--- config.mk ---
export PLATFORM = sky130hd
export DESIGN_NAME = rx_deserializer_flat
export DESIGN_NICKNAME = d
export VERILOG_FILES = /design/src/rtl/rx_deserializer_if.sv /design/src/rtl/rx_deserializer.sv /design/src/flat_wrapper.sv
export SDC_FILE = /design/constraint.sdc
export NUM_CORES = 1
export LEC_CHECK = 0
export BUFFER_PORTS_ARGS = -buffer_cell sky130_fd_sc_hd__buf_2
export CAP_MARGIN = 20
export CELL_PAD_IN_SITES_DETAIL_PLACEMENT = 1
export CELL_PAD_IN_SITES_GLOBAL_PLACEMENT = 2
export CORE_MARGIN = 5
export CORE_UTILIZATION = 38
export CTS_BUF_LIST = sky130_fd_sc_hd__clkbuf_4 sky130_fd_sc_hd__clkbuf_8 sky130_fd_sc_hd__clkbuf_16
export DETAILED_ROUTE_END_ITERATION = 7
export GPL_TIMING_DRIVEN = 0
export PLACE_DENSITY_LB_ADDON = 0.1
export SLEW_MARGIN = 40
export SYNTH_ARGS = -nofsm -noshare
export SYNTH_HDL_FRONTEND = slang
export SYNTH_SLANG_ARGS = --single-unit
--- constraint.sdc ---
create_clock -name clk -period 1.3 [get_ports clk]
set_input_delay 0.26 -clock clk [delete_from_list [all_inputs] [get_ports clk]]
set_output_delay 0.26 -clock clk [all_outputs]
set_load 0.005 [all_outputs]
--- src/rtl/rx_deserializer_if.sv ---
`default_nettype none
// +-------------------------------------------------------------------------+
// | rx_deserializer_if                                                      |
// | Parallel output port of the serial receiver: word, status and handshake |
// | Revision: 1.0                                                           |
// +-------------------------------------------------------------------------+
interface rx_deserializer_if #(
  parameter int BIT_LEN = 7
);
  logic [BIT_LEN-1:0] data_out;
  logic               data_valid;
  logic               data_ready;
  logic               parity_err;
  logic               overrun;
  logic               frame_err;

  modport master (
    output data_out, data_valid, parity_err, overrun, frame_err,
    input  data_ready
  );

  modport slave (
    input  data_out, data_valid, parity_err, overrun, frame_err,
    output data_ready
  );
endinterface
`default_nettype wire

--- src/rtl/rx_deserializer.sv ---
`default_nettype none
// +-------------------------------------------------------------------------+
// | rx_deserializer                                                         |
// | Serial frame receiver with parity check and one-entry holding register. |
// | Optional stop-bit checking enabled by defining RX_STOP_CHECK_EN.        |
// | Revision: 1.0                                                           |
// +-------------------------------------------------------------------------+
module rx_deserializer #(
  parameter int BIT_LEN = 7
) (
  input  logic              clk,
  input  logic              rstn,
  input  logic              channel_in,
  rx_deserializer_if.master rx
);
  localparam int CNT_W = $clog2(BIT_LEN + 1);

  typedef enum logic [2:0] {
    IDLE   = 3'd0,
    PARITY = 3'd1,
    DATA   = 3'd2,
    STOP1  = 3'd3,
    STOP2  = 3'd4
  } state_t;

  state_t             state_q, state_d;
  logic [CNT_W-1:0]   cnt_q, cnt_d;
  logic [BIT_LEN-1:0] shift_q, shift_d;
  logic [BIT_LEN-1:0] data_q, data_d;
  logic               parity_q, parity_d;
  logic               valid_q, valid_d;
  logic               perr_q, perr_d;
  logic               overrun_q, overrun_d;
  logic               pop;
  logic               complete;
`ifdef RX_STOP_CHECK_EN
  logic               frame_err_q, frame_err_d;
`endif

  always_comb begin
    state_d   = state_q;
    cnt_d     = cnt_q;
    shift_d   = shift_q;
    data_d    = data_q;
    parity_d  = parity_q;
    valid_d   = valid_q;
    perr_d    = perr_q;
    overrun_d = 1'b0;
    complete  = 1'b0;
    pop       = valid_q && rx.data_ready;
`ifdef RX_STOP_CHECK_EN
    frame_err_d = 1'b0;
`endif

    case (state_q)
      IDLE: begin
        if (channel_in) state_d = PARITY;
      end
      PARITY: begin
        parity_d = channel_in;
        cnt_d    = '0;
        state_d  = DATA;
      end
      DATA: begin
        shift_d[cnt_q] = channel_in;
        cnt_d          = cnt_q + 1'b1;
        if (cnt_q == CNT_W'(BIT_LEN - 1)) state_d = STOP1;
      end
      STOP1: begin
`ifdef RX_STOP_CHECK_EN
        if (!channel_in) begin
          state_d     = IDLE;
          frame_err_d = 1'b1;
        end else begin
          state_d = STOP2;
        end
`else
        state_d = STOP2;
`endif
      end
      STOP2: begin
        state_d = IDLE;
`ifdef RX_STOP_CHECK_EN
        if (!channel_in) frame_err_d = 1'b1;
        else             complete    = 1'b1;
`else
        complete = 1'b1;
`endif
      end
      default: state_d = IDLE;
    endcase

    // A pop on the completion edge frees the slot for the new word.
    if (complete && (!valid_q || pop)) begin
      data_d  = shift_q;
      perr_d  = (parity_q != ^shift_q);
      valid_d = 1'b1;
    end else begin
      if (complete) overrun_d = 1'b1;
      if (pop)      valid_d   = 1'b0;
    end
  end

  always_ff @(posedge clk or negedge rstn) begin
    if (!rstn) begin
      state_q   <= IDLE;
      cnt_q     <= '0;
      shift_q   <= '0;
      data_q    <= '0;
      parity_q  <= 1'b0;
      valid_q   <= 1'b0;
      perr_q    <= 1'b0;
      overrun_q <= 1'b0;
    end else begin
      state_q   <= state_d;
      cnt_q     <= cnt_d;
      shift_q   <= shift_d;
      data_q    <= data_d;
      parity_q  <= parity_d;
      valid_q   <= valid_d;
      perr_q    <= perr_d;
      overrun_q <= overrun_d;
    end
  end

`ifdef RX_STOP_CHECK_EN
  always_ff @(posedge clk or negedge rstn) begin
    if (!rstn) frame_err_q <= 1'b0;
    else       frame_err_q <= frame_err_d;
  end
  assign rx.frame_err = frame_err_q;
`else
  assign rx.frame_err = 1'b0;
`endif

  assign rx.data_out   = data_q;
  assign rx.data_valid = valid_q;
  assign rx.parity_err = perr_q;
  assign rx.overrun    = overrun_q;
endmodule
`default_nettype wire

--- src/flat_wrapper.sv ---
// flat-port wrapper written by rule: the top's interface ports become plain ports
module rx_deserializer_flat 
#(
  parameter int BIT_LEN = 7
)
  (clk, rstn, channel_in, rx_data_out, rx_data_valid, rx_parity_err, rx_overrun, rx_frame_err, rx_data_ready);
  rx_deserializer_if #(.BIT_LEN(BIT_LEN)) rx_i ();
  input  logic clk;
  input  logic rstn;
  input  logic channel_in;
  output wire logic [$bits(rx_i.data_out)-1:0] rx_data_out;
  output wire logic [$bits(rx_i.data_valid)-1:0] rx_data_valid;
  output wire logic [$bits(rx_i.parity_err)-1:0] rx_parity_err;
  output wire logic [$bits(rx_i.overrun)-1:0] rx_overrun;
  output wire logic [$bits(rx_i.frame_err)-1:0] rx_frame_err;
  input wire logic [$bits(rx_i.data_ready)-1:0] rx_data_ready;
  assign rx_data_out = rx_i.data_out;
  assign rx_data_valid = rx_i.data_valid;
  assign rx_parity_err = rx_i.parity_err;
  assign rx_overrun = rx_i.overrun;
  assign rx_frame_err = rx_i.frame_err;
  assign rx_i.data_ready = rx_data_ready;
  rx_deserializer #(.BIT_LEN(BIT_LEN)) u_core (.clk(clk), .rstn(rstn), .channel_in(channel_in), .rx(rx_i));
endmodule
==> impl_metrics.json, run 1 <==
{
  "hold_viol": 0,
  "status": "complete, but fails checks",
  "synth_xor_area_share_pct": 6.00,
  "reg2reg_slack_ns": -0.003,
  "p_sw_share_pct": 35.4,
  "drv_cap": 0,
  "ant_nets": 0,
  "num_vias": 742,
  "synth_compound_area_share_pct": 4.60,
  "maxSlewViolCount": 0,
  "power_mw": 3.54,
  "dr.max_layer_used": "met4",
  "coreArea_um2": 3000,
  "grt_setup_unrepaired": "true",
  "hold_ws_ns": 0.214,
  "grt.total_usage_pct": 10.9,
  "clockPowerShare_pct": 10.9,
  "final_core_util_pct": 46.6,
  "final_layout_size_suffix_gt1_share_pct": 44.9,
  "wl_met2_um": 1050,
  "cp_data_arrival_time_ns": 1.51,
  "die_area_um2": 4280,
  "wl_met3_um": 71,
  "drt_iter0_markers": 14,
  "antenna_found_initial": 0,
  "end_kind": "flop",
  "clock-root-buffer": "clkbuf_4",
  "internal-power_mw": 2.29,
  "fin_tns_setup_ns": -0.00317,
  "wl_per_cell_um": 14.5,
  "path_clk_slew_ns": 0.13,
  "cp_slowest_cell": "dfrtp_1",
  "area_delta_synth_final_pct": 19.7,
  "clock_skew_ns": 0.00720,
  "failed_checks": "setup timing",
  "synth_top_family_by_area": "simple AND/OR/NAND/NOR gates",
  "critPathKind": "reg2reg",
  "period_minus_slack_ns": 1.30,
  "cp.required_ns": 1.51,
  "hp-class": "in2reg",
  "ys_seq_area_share_pct": 51.4,
  "vdd_drop_max_mv": 1.03,
  "crit_fanout": 5,
  "clkSinkCount": 24,
  "wl_um": 2190,
  "synth_cell_types": 27,
  "cts_buffers": 3,
  "synth_simple_gate_area_share_pct": 15.6,
  "multi_input_area_um2": 536,
  "fillers": 328,
  "drt_pass1_iterations": 4,
  "htreeDepth": 1,
  "p_seq_share_pct": 38.2,
  "relSlewSlack_pct": 62.7,
  "start_kind": "flop",
  "comb_power_share_pct": 50.8,
  "routed_via_density": 4.91,
  "setup_ws_ns": -0.00317,
  "p_leak_nw": 0.651,
  "wl_met1_um": 1060,
  "grt_overflow": 0,
  "drcViolationCount": 0,
  "ys_seq_elements": 24,
  "die_h_um": 65.5,
  "die_width_um": 65.5,
  "path_cells": "nor2_4 > and3_4 > nand3_2 > mux2_4",
  "register_area_um2": 602,
  "synth_area_per_cell_um2": 12.6,
  "synth_area_um2": 1170,
  "synth_fa_ha_area_share_pct": 2.14,
  "dp_hpwl_um": 1530,
  "dp.cells": 139,
  "path_buf_inv": 0,
  "grt_pass1_vias": 784,
  "grt_first_pass_wirelength_um": 3600,
  "crit_path_max_incr_delay_ns": 0.44,
  "gp_congestion": 0.747,
  "tritoncts": "built",
  "diodes": 0,
  "nets": 125,
  "io_buffers": 13,
  "grt_max_degree": 25,
  "synth_fp_nets": 99,
  "path_delay_family": "simple AND/OR/NAND/NOR gates",
  "clock_path_buffers": 2,
  "worstMarginPinSlew_ns": 0.559,
  "clock.fmax_mhz": 767,
  "netlist_instances": 93,
  "final_cells": 151,
  "fin_crit_sh_pct": 100,
  "p_switching_mw": 1.25,
  "ys_warn_count": 0,
  "cellPowerDensity_nw_per_um2": 2530,
  "num_rows": 20,
  "insertion_delay_ns": 0.31,
  "ios": 15,
  "start_util_pct": 38.9,
  "synthMuxAreaShare_pct": 15.4,
  "setup_viol": 1
}
==> final cells by class <==
cell class	instances	share of cell area, %
inverter	3	0.805
timing repair buffer	21	9.39
multi-input combinational	62	38.3
clock buffer	4	2.59
sequential	24	43.0
buffer	4	2.95
tap	33	2.95
==> state kept, by name, summed over array words and instances, names as in the netlist <==
signal                flops
u_core.rx.parity_err      1
u_core.shift_q            7
u_core.rx.data_valid      1
u_core.cnt_q              3
u_core.rx.data_out        7
u_core.state_q            3
u_core.rx.overrun         1
u_core.parity_q           1
==> final timing paths <==
kind                            cells after the start              endpoint                  from
worst min-delay path                                3     u_core.rx.overrun         rx_data_ready
min in group asynchronous                           2     u_core.shift_q[2]                  rstn
worst max-delay path                                4     u_core.shift_q[6]     u_core.state_q[0]
worst min register to register                      2  u_core.rx.parity_err  u_core.rx.parity_err
worst max register to register                      4     u_core.shift_q[6]     u_core.state_q[0]
max in group asynchronous                           2       u_core.cnt_q[1]                  rstn
==> synthesized netlist by cell type <==
cell type / number / area share [%]
nor2_8: 1 / 1.7
and3_4: 1 / 0.96
ha_1: 2 / 2.1
o21bai_1: 1 / 0.64
nand3_2: 1 / 0.86
and2b_1: 1 / 0.64
mux2_2: 12 / 12
mux2_4: 3 / 3.9
o21ai_0: 3 / 1.3
o22ai_1: 1 / 0.54
nor2_1: 4 / 1.3
nor3_1: 2 / 0.86
nor3b_1: 2 / 1.3
or2b_2: 1 / 0.75
dfrtp_1: 24 / 51
and3_1: 1 / 0.54
a21oi_1: 5 / 2.1
conb_1: 1 / 0.32
inv_1: 3 / 0.96
nand3_4: 1 / 1.5
buf_4: 1 / 0.64
nor2_4: 1 / 0.96
nand2_1: 6 / 1.9
buf_6: 3 / 2.9
xnor2_1: 8 / 6.0
nor4b_1: 1 / 0.75
nand4_1: 3 / 1.6
==> what timing repair did <==
item                       in CTS  in global routing
hold buffers                    1                  0
setup buffers                   4                  3
setup endpoints to repair       8                 13
gates resized for setup         1                  8
pin swaps                       4                  2
hold endpoints to repair       24                  0
==> placed cells by master, fill, tap and decap left out, drive strengths merged <==
master	netlist	layout
inv	3	3
clkbuf	0	4
dlygate4sd3	0	1
conb	1	1
nor3	2	2
a21oi	5	5
o21ai	3	3
xnor2	8	8
and3	2	2
and2b	1	1
nor2	6	6
dfrtp	24	24
o22ai	1	1
ha	2	2
nor4b	1	1
nand2	6	6
nand4	3	3
mux2	15	15
buf	4	24
nand3	2	2
o21bai	1	1
nor3b	2	2
or2b	1	1
==> kinds of logic (layout without fill, tap and decap cells) <==
kind of cell	count (synthesis)	in the layout
mux	15	15
xor+xnor	8	8
compound gates	10	10
flops	24	24
fa+ha+maj	2	2
other cells	1	1
buf+inv	7	32
simple gates	26	26
==> power by group through the flow <==
stage	sequential, mW	clock [mW]	combinational [mW]
after floorplan	1.33	0	1.23
after global placement	1.36	0	1.55
after detailed placement	1.38	0	1.59
after CTS	1.36	0.417	1.68
after global routing	1.40	0.437	1.97
final	1.35	0.388	1.80
==> per-layer routing <==
layer,track usage (%),up-vias
met5,0,-
li1,-,368
met2,17.7,10
met1,14.5,362
met4,3.89,0
met3,2.05,2
==> metrics by stage <==
| stage | instance area, um^2 | worst slack [ns] |
|---|---|---|
| 2_1_floorplan | 1170 | 0.0316 |
| 3_3_place_gp | 1270 | -0.0265 |
| 4_1_cts | 1350 | -0.00227 |
| 6_report | 1400 | -0.00317 |
| 3_5_place_dp | 1270 | -0.0316 |
| 5_1_grt | 1400 | -0.0445 |
==> tightest hold or removal path, stage by stage <==
cell    delay, ns
buf_2        0.08
or2b_4       0.12
nor2_1       0.05
(Power assumes the default switching activity.)
==> run 2: changes to the inputs <==
CORE_UTILIZATION = 34   (was 38)
CTS_CLUSTER_SIZE = 8   (was unset)
REMOVE_ABC_BUFFERS = 1   (was unset)
clock period = 1.1 ns   (was 1.3 ns; I/O delays follow)
==> impl_metrics.json, run 2 (same netlist as run 1, synthesis figures left out) <==
{
  "status": "complete, but fails checks",
  "failed_checks": "setup timing",
  "reg2reg_slack_ns": -0.19,
  "r2r_cells": 4,
  "routed_via_density": 4.57,
  "hold_end": "u_core.state_q[0]",
  "wl_per_cell_um": 14.9,
  "die_width_um": 68.6,
  "reg2reg_to": "u_core.rx.data_out[4]",
  "path_clk_slew_ns": 0.14,
  "coreArea_um2": 3340,
  "crit_path_max_incr_delay_ns": 0.47,
  "clock_path_buffers": 2,
  "clock_skew_ns": 0.0128,
  "gp_congestion": 0.734,
  "die_h_um": 68.6,
  "worstHoldStart": "channel_in",
  "fillers": 361,
  "clkSinkCount": 24,
  "worstMarginPinSlew_ns": 0.563,
  "setup_ws_ns": -0.189,
  "start_kind": "flop",
  "area_delta_synth_final_pct": 32.9,
  "final_layout_size_suffix_gt1_share_pct": 59.2,
  "layout_commonest_cell": "dfrtp_1",
  "cellPowerDensity_nw_per_um2": 3020,
  "cp_slowest_cell": "dfrtp_2",
  "num_vias": 782,
  "final_cell_mix": "19 x dfrtp_1, 13 x buf_2, 12 x buf_4",
  "hp-class": "in2reg",
  "vdd_drop_max_mv": 0.844,
  "drv_cap": 0,
  "die_area_um2": 4710,
  "final_core_util_pct": 46.5,
  "setup_viol": 21,
  "htreeDepth": 1,
  "start_util_pct": 35.0,
  "clock-root-buffer": "clkbuf_4",
  "end_kind": "flop",
  "grt.total_usage_pct": 13.0,
  "drt_pass1_iterations": 4,
  "fin_crit_sh_pct": 117,
  "tritoncts": "built",
  "wl_um": 2540,
  "grt_setup_unrepaired": "true",
  "p_leak_nw": 0.693,
  "crit_fanout": 5,
  "cp.required_ns": 1.31,
  "io_buffers": 13,
  "ios": 15,
  "hold_viol": 0,
  "num_rows": 21,
  "relSlewSlack_pct": 62.5,
  "final_cells": 171,
  "dp.cells": 148,
  "maxSlewViolCount": 0,
  "antenna_found_initial": 0,
  "period_minus_slack_ns": 1.29,
  "power_mw": 4.69,
  "cts_buffers": 3,
  "dp_hpwl_um": 1530,
  "path_cells": "buf_6 > nor2_8 > nand3_4 > mux2_4",
  "insertion_delay_ns": 0.32,
  "drcViolationCount": 0,
  "clock.fmax_mhz": 776,
  "worst_r2r_startpoint": "u_core.state_q[0]",
  "ant_nets": 0,
  "drt_iter0_markers": 4,
  "nets": 132,
  "grt_first_pass_wirelength_um": 4420,
  "critPathKind": "reg2reg",
  "hold_path_depth": 3,
  "grt_max_degree": 25,
  "cp_data_arrival_time_ns": 1.49,
  "diodes": 0,
  "grt_pass1_vias": 861,
  "grt_overflow": 0
}
-- run 2: cell types whose count changed in the layout (fill, tap and decap cells not counted), sizes merged --
cell / change
buf: +6
nand3: +1
-- run 2: timing repair --
action	in CTS	in global routing
resized for setup	21	6
setup buffers	13	4
pin swaps	7	5
endpoints found under the setup margin	22	25
gates cloned	1	0
endpoints found under the hold margin	24	0
hold buffers	1	0
-- run 2: worst max path at each step --
| stage | startpoint | endpoint | slack, ns | cells past startpoint |
|---|---|---|---|---|
| floorplan | u_core.state_q[0] | u_core.shift_q[6] | -0.30 | 4 |
| global placement | u_core.state_q[0] | u_core.shift_q[6] | -0.43 | 4 |
| detailed placement | u_core.state_q[0] | u_core.shift_q[6] | -0.45 | 4 |
| CTS | u_core.state_q[0] | u_core.rx.data_out[4] | -0.20 | 4 |
| global route | u_core.state_q[0] | u_core.shift_q[6] | -0.24 | 4 |
| finish | u_core.state_q[0] | u_core.rx.data_out[4] | -0.19 | 4 |
-- run 2: layout make-up --
cell class / count / area, um^2 / area share (%)
inverter: 3 / 13.8 / 0.886
multi-input combinational: 63 / 599 / 38.6
tap: 46 / 57.6 / 3.71
sequential: 24 / 607 / 39.1
clock buffer: 4 / 36.3 / 2.34
timing repair buffer: 31 / 239 / 15.4
-- run 2: through the flow --
step | setup TNS (ns) | worst slack [ns] | hold WS (ns) | cell area [um^2]
after floorplan | -2.93 | -0.302 | -0.0756 | 1130
after global placement | -5.52 | -0.430 | 0.237 | 1250
after detailed placement | -5.98 | -0.446 | 0.247 | 1250
after CTS | -2.60 | -0.201 | 0.179 | 1480
after global routing | -3.82 | -0.240 | 0.274 | 1550
final | -2.71 | -0.189 | 0.273 | 1550
-- run 2: per-layer routing --
metal  vias up  share of wire [%]  track usage, %  routed length [um]
met5         -                  0               0                   0
li1        383                  -               -                   -
met1       388                 44            16.2                1120
met2         9                 52            22.3                1310
met3         2                3.4            1.94                  87
met4         0               0.91            5.21                  23
-- run 2: report_power, final --
group          internal [mW]  total, mW  switching [mW]
sequential              1.29       1.69           0.394
clock                  0.202      0.473           0.271
combinational           1.54       2.53           0.992
-- run 2: worst max-delay path, delay by kind of cell (launching register included) --
family / cells / cell delay [ns]
buf+inv: 1 / 0.14
flops: 1 / 0.47
mux: 1 / 0.32
simple gates: 2 / 0.24
